[src/rtl/mem_interface_unit_pkg.sv]
// Shared constants and types for the Mini-SRC memory interface unit.
package mini_src_mem_pkg;

    localparam int MEM_WORDS = 512;
    localparam int DATA_W    = 32;
    localparam int ADDR_W    = $clog2(MEM_WORDS);

    typedef enum logic [2:0] {
        ST_IDLE       = 3'd0,
        ST_RD_ISSUE   = 3'd1,
        ST_RD_CAPTURE = 3'd2,
        ST_WR         = 3'd3,
        ST_DONE       = 3'd4,
        ST_FAULT      = 3'd5
    } mem_state_e;

    typedef enum logic [1:0] {
        MDR_SRC_HOLD = 2'd0,
        MDR_SRC_BUS  = 2'd1,
        MDR_SRC_RAM  = 2'd2
    } mdr_src_e;

    // An effective address is legal only if no bits above the word address are set.
    function automatic logic addr_in_range(input logic [DATA_W-1:0] addr);
        return (addr[DATA_W-1:ADDR_W] == {(DATA_W-ADDR_W){1'b0}});
    endfunction

endpackage

[src/rtl/mem_interface_unit_if.sv]
// CPU-side handshake and memory-side bus of the memory interface unit.
interface mem_interface_unit_if;
    import mini_src_mem_pkg::*;

    logic              req;
    logic              rw;
    logic [DATA_W-1:0] addr_in;
    logic [DATA_W-1:0] wdata_in;
    logic              mdr_load;
    logic [DATA_W-1:0] mdr_bus_in;
    logic [DATA_W-1:0] ram_data_from_ram;
    logic [ADDR_W-1:0] ram_address;
    logic              ram_read;
    logic              ram_write;
    logic [DATA_W-1:0] ram_data_to_ram;
    logic [DATA_W-1:0] mdr_out;
    logic              busy;
    logic              done;
    logic              fault;

    modport slave (
        input  req, rw, addr_in, wdata_in, mdr_load, mdr_bus_in, ram_data_from_ram,
        output ram_address, ram_read, ram_write, ram_data_to_ram, mdr_out, busy, done, fault
    );

    modport master (
        output req, rw, addr_in, wdata_in, mdr_load, mdr_bus_in, ram_data_from_ram,
        input  ram_address, ram_read, ram_write, ram_data_to_ram, mdr_out, busy, done, fault
    );

endinterface

[src/rtl/mem_interface_unit_mdr_reg.sv]
// Memory data register: holds, loads from the CPU bus, or captures memory read data.
module mdr_reg
    import mini_src_mem_pkg::*;
(
    input  logic              clock,
    input  logic              reset,
    input  logic              load_en,
    input  mdr_src_e          src,
    input  logic [DATA_W-1:0] bus_data,
    input  logic [DATA_W-1:0] ram_data,
    output logic [DATA_W-1:0] q
);

    logic [DATA_W-1:0] q_r;
    logic [DATA_W-1:0] d_s;

    // Select the next MDR value.
    always_comb begin
        d_s = q_r;
        case (src)
            MDR_SRC_BUS:  d_s = bus_data;
            MDR_SRC_RAM:  d_s = ram_data;
            MDR_SRC_HOLD: d_s = q_r;
            default:      d_s = q_r;
        endcase
    end

    // MDR storage with asynchronous clear.
    always_ff @(posedge clock or posedge reset) begin
        if (reset) begin
            q_r <= {DATA_W{1'b0}};
        end else if (load_en) begin
            q_r <= d_s;
        end else begin
            q_r <= q_r;
        end
    end

    assign q = q_r;

endmodule

[src/rtl/mem_interface_unit.sv]
// Mini-SRC memory interface unit: owns MAR/MDR and sequences reads/writes to
// the 512x32 synchronous-read memory over a req/done handshake.
module mem_interface_unit
    import mini_src_mem_pkg::*;
(
    input  logic                 clock,
    input  logic                 reset,
    mem_interface_unit_if.slave  bus
);

    mem_state_e        state_r;
    mem_state_e        next_state_s;
    logic [ADDR_W-1:0] mar_r;
    logic              mar_load_s;
    mdr_src_e          mdr_src_s;
    logic              mdr_load_en_s;
    logic [DATA_W-1:0] mdr_bus_data_s;
    logic [DATA_W-1:0] mdr_s;
    logic              ram_read_s;
    logic              ram_write_s;
    logic              done_s;
    logic              fault_s;

    // State register; reset drops any in-flight transaction at once.
    always_ff @(posedge clock or posedge reset) begin
        if (reset) begin
            state_r <= ST_IDLE;
        end else begin
            state_r <= next_state_s;
        end
    end

    // Next state plus MAR/MDR load controls; requests are only looked at in IDLE.
    always_comb begin
        next_state_s   = state_r;
        mar_load_s     = 1'b0;
        mdr_src_s      = MDR_SRC_HOLD;
        mdr_bus_data_s = bus.mdr_bus_in;
        case (state_r)
            ST_IDLE: begin
                if (bus.req) begin
                    if (!addr_in_range(bus.addr_in)) begin
                        next_state_s = ST_FAULT;
                    end else if (bus.rw) begin
                        next_state_s   = ST_WR;
                        mar_load_s     = 1'b1;
                        mdr_src_s      = MDR_SRC_BUS;
                        mdr_bus_data_s = bus.wdata_in;
                    end else begin
                        next_state_s = ST_RD_ISSUE;
                        mar_load_s   = 1'b1;
                    end
                end else if (bus.mdr_load) begin
                    mdr_src_s = MDR_SRC_BUS;
                end else begin
                    next_state_s = ST_IDLE;
                end
            end
            ST_RD_ISSUE:   next_state_s = ST_RD_CAPTURE;
            ST_RD_CAPTURE: begin
                next_state_s = ST_DONE;
                mdr_src_s    = MDR_SRC_RAM;
            end
            ST_WR:         next_state_s = ST_DONE;
            ST_DONE:       next_state_s = ST_IDLE;
            ST_FAULT:      next_state_s = ST_IDLE;
            default:       next_state_s = ST_IDLE;
        endcase
    end

    assign mdr_load_en_s = (mdr_src_s != MDR_SRC_HOLD);

    // Memory address register.
    always_ff @(posedge clock or posedge reset) begin
        if (reset) begin
            mar_r <= {ADDR_W{1'b0}};
        end else if (mar_load_s) begin
            mar_r <= bus.addr_in[ADDR_W-1:0];
        end else begin
            mar_r <= mar_r;
        end
    end

    mdr_reg u_mdr_reg (
        .clock    (clock),
        .reset    (reset),
        .load_en  (mdr_load_en_s),
        .src      (mdr_src_s),
        .bus_data (mdr_bus_data_s),
        .ram_data (bus.ram_data_from_ram),
        .q        (mdr_s)
    );

    // Strobes and completion flags are pure functions of the state register.
    always_comb begin
        ram_read_s  = 1'b0;
        ram_write_s = 1'b0;
        done_s      = 1'b0;
        fault_s     = 1'b0;
        case (state_r)
            ST_RD_ISSUE: ram_read_s  = 1'b1;
            ST_WR:       ram_write_s = 1'b1;
            ST_DONE:     done_s      = 1'b1;
            ST_FAULT: begin
                done_s  = 1'b1;
                fault_s = 1'b1;
            end
            default:     ram_read_s  = 1'b0;
        endcase
    end

    assign bus.ram_read        = ram_read_s;
    assign bus.ram_write       = ram_write_s;
    assign bus.done            = done_s;
    assign bus.fault           = fault_s;
    assign bus.busy            = (state_r != ST_IDLE);
    assign bus.ram_address     = mar_r;
    assign bus.ram_data_to_ram = mdr_s;
    assign bus.mdr_out         = mdr_s;

endmodule

[src/flat_wrapper.sv]
// flat-port wrapper written by rule: the top's interface ports become plain ports
module mem_interface_unit_flat import mini_src_mem_pkg::*;
  (clock, reset, bus_req, bus_rw, bus_addr_in, bus_wdata_in, bus_mdr_load, bus_mdr_bus_in, bus_ram_data_from_ram, bus_ram_address, bus_ram_read, bus_ram_write, bus_ram_data_to_ram, bus_mdr_out, bus_busy, bus_done, bus_fault);
  mem_interface_unit_if bus_i ();
  input  logic clock;
  input  logic reset;
  input wire logic [$bits(bus_i.req)-1:0] bus_req;
  input wire logic [$bits(bus_i.rw)-1:0] bus_rw;
  input wire logic [$bits(bus_i.addr_in)-1:0] bus_addr_in;
  input wire logic [$bits(bus_i.wdata_in)-1:0] bus_wdata_in;
  input wire logic [$bits(bus_i.mdr_load)-1:0] bus_mdr_load;
  input wire logic [$bits(bus_i.mdr_bus_in)-1:0] bus_mdr_bus_in;
  input wire logic [$bits(bus_i.ram_data_from_ram)-1:0] bus_ram_data_from_ram;
  output wire logic [$bits(bus_i.ram_address)-1:0] bus_ram_address;
  output wire logic [$bits(bus_i.ram_read)-1:0] bus_ram_read;
  output wire logic [$bits(bus_i.ram_write)-1:0] bus_ram_write;
  output wire logic [$bits(bus_i.ram_data_to_ram)-1:0] bus_ram_data_to_ram;
  output wire logic [$bits(bus_i.mdr_out)-1:0] bus_mdr_out;
  output wire logic [$bits(bus_i.busy)-1:0] bus_busy;
  output wire logic [$bits(bus_i.done)-1:0] bus_done;
  output wire logic [$bits(bus_i.fault)-1:0] bus_fault;
  assign bus_i.req = bus_req;
  assign bus_i.rw = bus_rw;
  assign bus_i.addr_in = bus_addr_in;
  assign bus_i.wdata_in = bus_wdata_in;
  assign bus_i.mdr_load = bus_mdr_load;
  assign bus_i.mdr_bus_in = bus_mdr_bus_in;
  assign bus_i.ram_data_from_ram = bus_ram_data_from_ram;
  assign bus_ram_address = bus_i.ram_address;
  assign bus_ram_read = bus_i.ram_read;
  assign bus_ram_write = bus_i.ram_write;
  assign bus_ram_data_to_ram = bus_i.ram_data_to_ram;
  assign bus_mdr_out = bus_i.mdr_out;
  assign bus_busy = bus_i.busy;
  assign bus_done = bus_i.done;
  assign bus_fault = bus_i.fault;
  mem_interface_unit u_core (.clock(clock), .reset(reset), .bus(bus_i));
endmodule
[config.mk]
export PLATFORM = sky130hd
export DESIGN_NAME = mem_interface_unit_flat
export DESIGN_NICKNAME = d
export VERILOG_FILES = /design/src/rtl/mem_interface_unit_pkg.sv /design/src/rtl/mem_interface_unit_if.sv /design/src/rtl/mem_interface_unit_mdr_reg.sv /design/src/rtl/mem_interface_unit.sv /design/src/flat_wrapper.sv
export SDC_FILE = /design/constraint.sdc
export NUM_CORES = 1
export LEC_CHECK = 0
export CORE_ASPECT_RATIO = 1.4
export CORE_MARGIN = 4
export CORE_UTILIZATION = 34
export CTS_CLUSTER_SIZE = 16
export DETAILED_ROUTE_END_ITERATION = 6
export PLACE_DENSITY_LB_ADDON = 0.25
export SLEW_MARGIN = 10
export SYNTH_ARGS = -nofsm -noshare
export SYNTH_HDL_FRONTEND = slang
export SYNTH_SLANG_ARGS = --single-unit
[constraint.sdc]
create_clock -name clock -period 3.3 [get_ports clock]
set_input_delay 0.33 -clock clock [delete_from_list [all_inputs] [get_ports clock]]
set_output_delay 0.33 -clock clock [all_outputs]
set_load 0.03 [all_outputs]
# After elaboration in Yosys (flattened, before gate mapping)
# Cells that the tools add are included.
[totals]
ff_bits = 44
elab_cells = 41
in_bits = 133
out_inout_bits = 78
[op_classes]
n_eq_ne = 8
n_mux = 22
reduce_logical = 8
[ops]
columns = ["operator", "n"]
rows = [
  ["32-bit two-way mux", 4],
  ["32-bit case mux with 2 select lines", 1],
  ["23-bit logical NOT", 1],
  ["1-bit two-way mux", 9],
  ["3-bit two-way mux", 3],
  ["3-bit case mux with 3 select lines", 1],
  ["3-bit by 2-bit == test with 1-bit output, second input constant", 2],
  ["3-bit == test, second input constant", 2],
  ["2-bit two-way mux", 3],
  ["2-bit case mux with 2 select lines", 1],
  ["2-bit nonzero test", 2],
  ["2-bit OR reduction", 2],
  ["3-bit by 1-bit == test with 1-bit output, second input constant", 1],
  ["3-bit logical NOT", 1],
  ["3-bit != test, second input constant", 1],
  ["3-bit nonzero test", 1],
  ["2-bit by 1-bit == test with 1-bit output, second input constant", 1],
  ["2-bit == test, second input constant", 1],
  ["2-bit AND reduction", 1],
]

# Longest topological paths before layout
[logic_depth]
word_depth = 7
mapped_depth = 12
mapped_depth_nobuf = 8

# Modules after synthesis
# A second synthesis with hierarchy kept.
[hier_totals]
cells_unflattened = 225
area_unflattened_um2 = 3191.8
[by_module_without_submodules]
columns = ["module", "instances", "seq_area_each_um2", "cells_each", "area_each_um2"]
rows = [
  ["mdr_reg", 1, 800.8, 108, 1845.5],
  ["mem_interface_unit", 1, 300.3, 117, 1346.3],
]

# Worst setup path after synthesis
# Ideal clock, no wire load.
[synth_path]
path_kind = "input to register"
startpoint = "input port bus_addr_in[25]"
endpoint = "register u_core.u_mdr_reg.q_r[17] (netlist: u_core.u_mdr_reg.q[17])"
path_buffers = 4
t_arrival_ps = 2755
t_required_ps = 3205
cell_stages = 12
setup_slack_ps = 450
setup_time_ps = 95
cell_sequence = "nor4_1 -> nand4_1 -> or4b_1 -> buf_6 -> buf_6 -> o31a_1 -> ha_1 -> clkbuf_1 -> nor2b_1 -> clkbuf_1 -> a22oi_1 -> o31ai_1"
[synth_between]
elab_chain_cells = 7
elab_cells_between_ends = 13
cone_classes = "eq/ne (2); mux (7); reduce/logical (4)"
[synth_lines]
columns = ["element", "line_no", "rtl"]
rows = [
  ["start: declaration", "flat_wrapper.sv:9", "input wire logic [$bits(bus_i.addr_in)-1:0] bus_addr_in;"],
  ["23-bit logical NOT *", "mem_interface_unit_pkg.sv:25", "return (addr[DATA_W-1:ADDR_W] == {(DATA_W-ADDR_W){1'b0}});"],
  ["2-bit two-way mux", "mem_interface_unit.sv:42", "if (!addr_in_range(bus.addr_in)) begin"],
  ["2-bit two-way mux", "mem_interface_unit.sv:41", "if (bus.req) begin"],
  ["2-bit case mux with 2 select lines", "mem_interface_unit.sv:39", "case (state_r)"],
  ["2-bit == test or 2-bit by 1-bit == test with 1-bit output (tied branches)", "mem_interface_unit_mdr_reg.sv:20", "case (src)"],
  ["2-bit nonzero test (no line)", "--", ""],
  ["2-bit AND reduction (no line)", "--", ""],
  ["end signal: assignment", "mem_interface_unit_mdr_reg.sv:31", "q_r <= {DATA_W{1'b0}};"],
  ["end signal: assignment", "mem_interface_unit_mdr_reg.sv:33", "q_r <= d_s;"],
  ["end signal: assignment", "mem_interface_unit_mdr_reg.sv:35", "q_r <= q_r;"],
  ["end: declaration", "mem_interface_unit_mdr_reg.sv:14", "logic [DATA_W-1:0] q_r;"],
]
# Mark *: on every way between the ends. The rest lies on a longest branch, timed or not.
# A chain may end at the register's enable or synchronous reset.

# Worst setup path in the final report
[layout_path]
startpoint = "input port bus_addr_in[10]"
endpoint = "register u_core.u_mdr_reg.q_r[30] (netlist: u_core.u_mdr_reg.q[30])"
# Same word-level chain as after synthesis.

==> results_dict.tcl <==
set metrics [dict create \
    grt_pass1_wl_mm 13.77 \
    finalSetupTns_ns 0 \
    syn_to_final_growth_pct 76.00 \
    yosysMostFrequentCell "dfrtp_1" \
    netlist_instances 262 \
    fin_worst_skew_ns 0.004255 \
    cts_hold_buf 0 \
    max_freq_ghz 0.3267 \
    portBuffers 210 \
    drt_first_pass_iters 4 \
    grt-ovfl-total 0 \
    clk_latency_ns 0.29 \
    post-route-drc-count 0 \
    syn-num-nets 396 \
    ys_async_sr_fraction 1.000 \
    vias 2650 \
    path_max_fanout 64 \
    drt_wl_total_mm 8.849 \
    ys_types 23 \
    yosysTopAreaCell "dfrtp_1" \
    power_density_nw_per_um2 722.2 \
    crit_start "bus_addr_in[10]" \
    synth_top_area_share 0.4039 \
    antenna_left 0 \
    synth-edff-count 0 \
    cts_max_level 2 \
    dieArea_um2 9536 \
    syn-cell-area_um2 2726 \
    synthFlopType "dfrtp_1" \
    numClockSinks 44 \
    finalCriticalPeriod_ns 3.061 \
    path_class "in -> reg" \
    cpPeakStageDelay_ns 0.67 \
    hold_path_class "reg -> reg" \
    ff2ff_path_depth 9 \
    fill_cells 681 \
    ios 211 \
    clk_pin_slew_ns 0.08 \
    hold_viol 0 \
    min_to "u_core.bus.ram_address[5]" \
    grt_usage 0.1778 \
    antenna_found_initial 0 \
    ys_seq_area_frac 0.4039 \
    gp_congestion 0.8253 \
    cts_resized 0 \
    cp_slowest_cell "or4b_2" \
    diodes 0 \
    crit_required_ns 3.47 \
    status "completed" \
    cp-start-kind "input port" \
    path_cells "clkdlybuf4s50_1 -> nor4_1 -> nand4_1 -> or4b_2 -> o31a_1 -> ha_2 -> buf_4 -> nor2b_1 -> or2_2 -> o31ai_1" \
    worst_ep_arrival_time_ns 3.23 \
    dieHeight_um 114.0 \
    grt_pass1_vias 2803 \
    cts-root-buf "clkbuf_8" \
    synth.avg_cell_area_um2 10.41 \
    post_cts_buffers 0 \
    routedWlPerCell_um 16.51 \
    cap_violations 0 \
    die_x_um 83.68 \
    grt_max_degree 65 \
    cp_top_family "simple AND/OR/NAND/NOR gates" \
    worst_hold_slack_ns 0.5086 \
    core_area_um2 7797 \
    synth_warnings 0 \
    rrSetupSlack_ns 0.32 \
    slew_violations 0 \
    leakage_nw 2.094 \
    grt_setup_unrepaired "no" \
    worst_slew_pin_slew_ns 0.9258 \
    cts_max_path_buffers 2 \
    setup_viol 0 \
    fin_crit_sh 0.9275 \
    placed_area_um2 4682 \
    cts_tree "yes" \
    start_util 0.3496 \
    nets 569 \
    row_count 38 \
    path_buf_inv 2 \
    synth_area_leaders "dfrtp_1 40%, mux2i_1 12%, buf_4 8.8%" \
    drive_gt1_frac 0.06881 \
    total_power_w 0.003465 \
    end_kind "register" \
    reg2reg_to "u_core.u_mdr_reg.q[30]" \
    hp-start "u_core.bus.ram_address[5]" \
    r2r_start "u_core.state_r[2]" \
    drt_iter0_drc 55 \
    min_delay_path_depth 1 \
    ir_drop_mv 0.4303 \
    numCtsBuffers 5 \
    fin_area_um2 4798 \
    hpwl_mm 7.030 \
    ys_ff_latch 44 \
    viasPerCell 4.944 \
    max_slew_margin 0.3828 \
    ys_top_cells_by_count "44 x dfrtp_1, 34 x nor2b_1, 32 x buf_4, 32 x mux2i_1, 32 x o31ai_1" \
]
how the worst max path moves through the flow:
| stage | end | slack, ns | depth (start not counted) |
|---|---|---|---|
| 2_1_floorplan | u_core.u_mdr_reg.q[17] | 0.45 | 12 |
| 3_3_place_gp | u_core.u_mdr_reg.q[8] | -0.07 | 10 |
| 3_5_place_dp | u_core.u_mdr_reg.q[11] | -0.16 | 10 |
| 4_1_cts | u_core.u_mdr_reg.q[11] | 0.16 | 10 |
| 5_1_grt | u_core.u_mdr_reg.q[30] | 0.06 | 10 |
| 6_report | u_core.u_mdr_reg.q[30] | 0.24 | 10 |
stage by stage:
stage               setup slack [ns]  utilization  instances
floorplan                     0.4497            -        262
global placement            -0.06721       0.6004        528
detailed placement           -0.1631       0.6004        528
CTS                           0.1570       0.6147        536
global route                 0.06038       0.6154        536
finish                        0.2393       0.6154        536
sequential cells by signal, summed over array words and instances (netlist names):
register / count
u_core.bus.ram_address: 9
u_core.u_mdr_reg.q: 32
u_core.state_r: 3
placed cells by master (no fill, tap or decap), types with 2 or more instances in the layout:
| cell type | n |
|---|---|
| dfrtp_1 | 44 |
| a21oi_1 | 3 |
| clkdlybuf4s50_1 | 210 |
| nor2b_1 | 33 |
| nor3_1 | 2 |
| a22oi_1 | 31 |
| mux2i_1 | 32 |
| nor3b_1 | 3 |
| o31ai_1 | 32 |
| and2_1 | 2 |
| nor4_1 | 5 |
| buf_4 | 6 |
| clkbuf_8 | 5 |
| nand2_1 | 2 |
| inv_1 | 4 |
| mux2_2 | 9 |
power by group:
| part | leakage (nW) | internal [W] | switching, W |
|---|---|---|---|
| clock | 0.0541 | 0.000224 | 0.000188 |
| combinational | 1.55 | 0.00102 | 0.00114 |
| sequential | 0.490 | 0.000705 | 0.000189 |
| total | 2.09 | 0.00195 | 0.00152 |
kinds of logic (layout without fill, tap and decap cells):
kind of cell             count (synthesis)  count (layout)  synth area share
AND/OR/NAND/NOR                         52              52            0.1207
AO/OA/AOI/OAI                           68              68            0.1840
flip-flops                              44              44            0.4039
adder cells (fa/ha/maj)                  1               1          0.004589
buffers and inverters                   56             230            0.1322
multiplexers                            41              41            0.1547
per-layer routing:
metal  global-route usage  part of all wire  vias to the layer above  routed length, um
met4              0.03863            0.0093                        0                 82
met5                    0                 0                        -                  0
met1               0.2049              0.39                     1230               3480
met3              0.04769             0.076                        7                674
met2               0.3282              0.52                      136               4611
li1                     -                 -                     1277                  -
cell type report:
type | count | area (um^2) | share of cell area
clock buffers | 5 | 68.82 | 0.01434
clock inverters | 3 | 42.54 | 0.008866
inverters | 5 | 18.77 | 0.003911
multi-input cells | 162 | 1275 | 0.2657
flip-flops and latches | 44 | 1101 | 0.2295
well taps | 100 | 125.1 | 0.02608
repair buffers | 217 | 2167 | 0.4516
No activity file was read; power rests on OpenSTA's default activity.
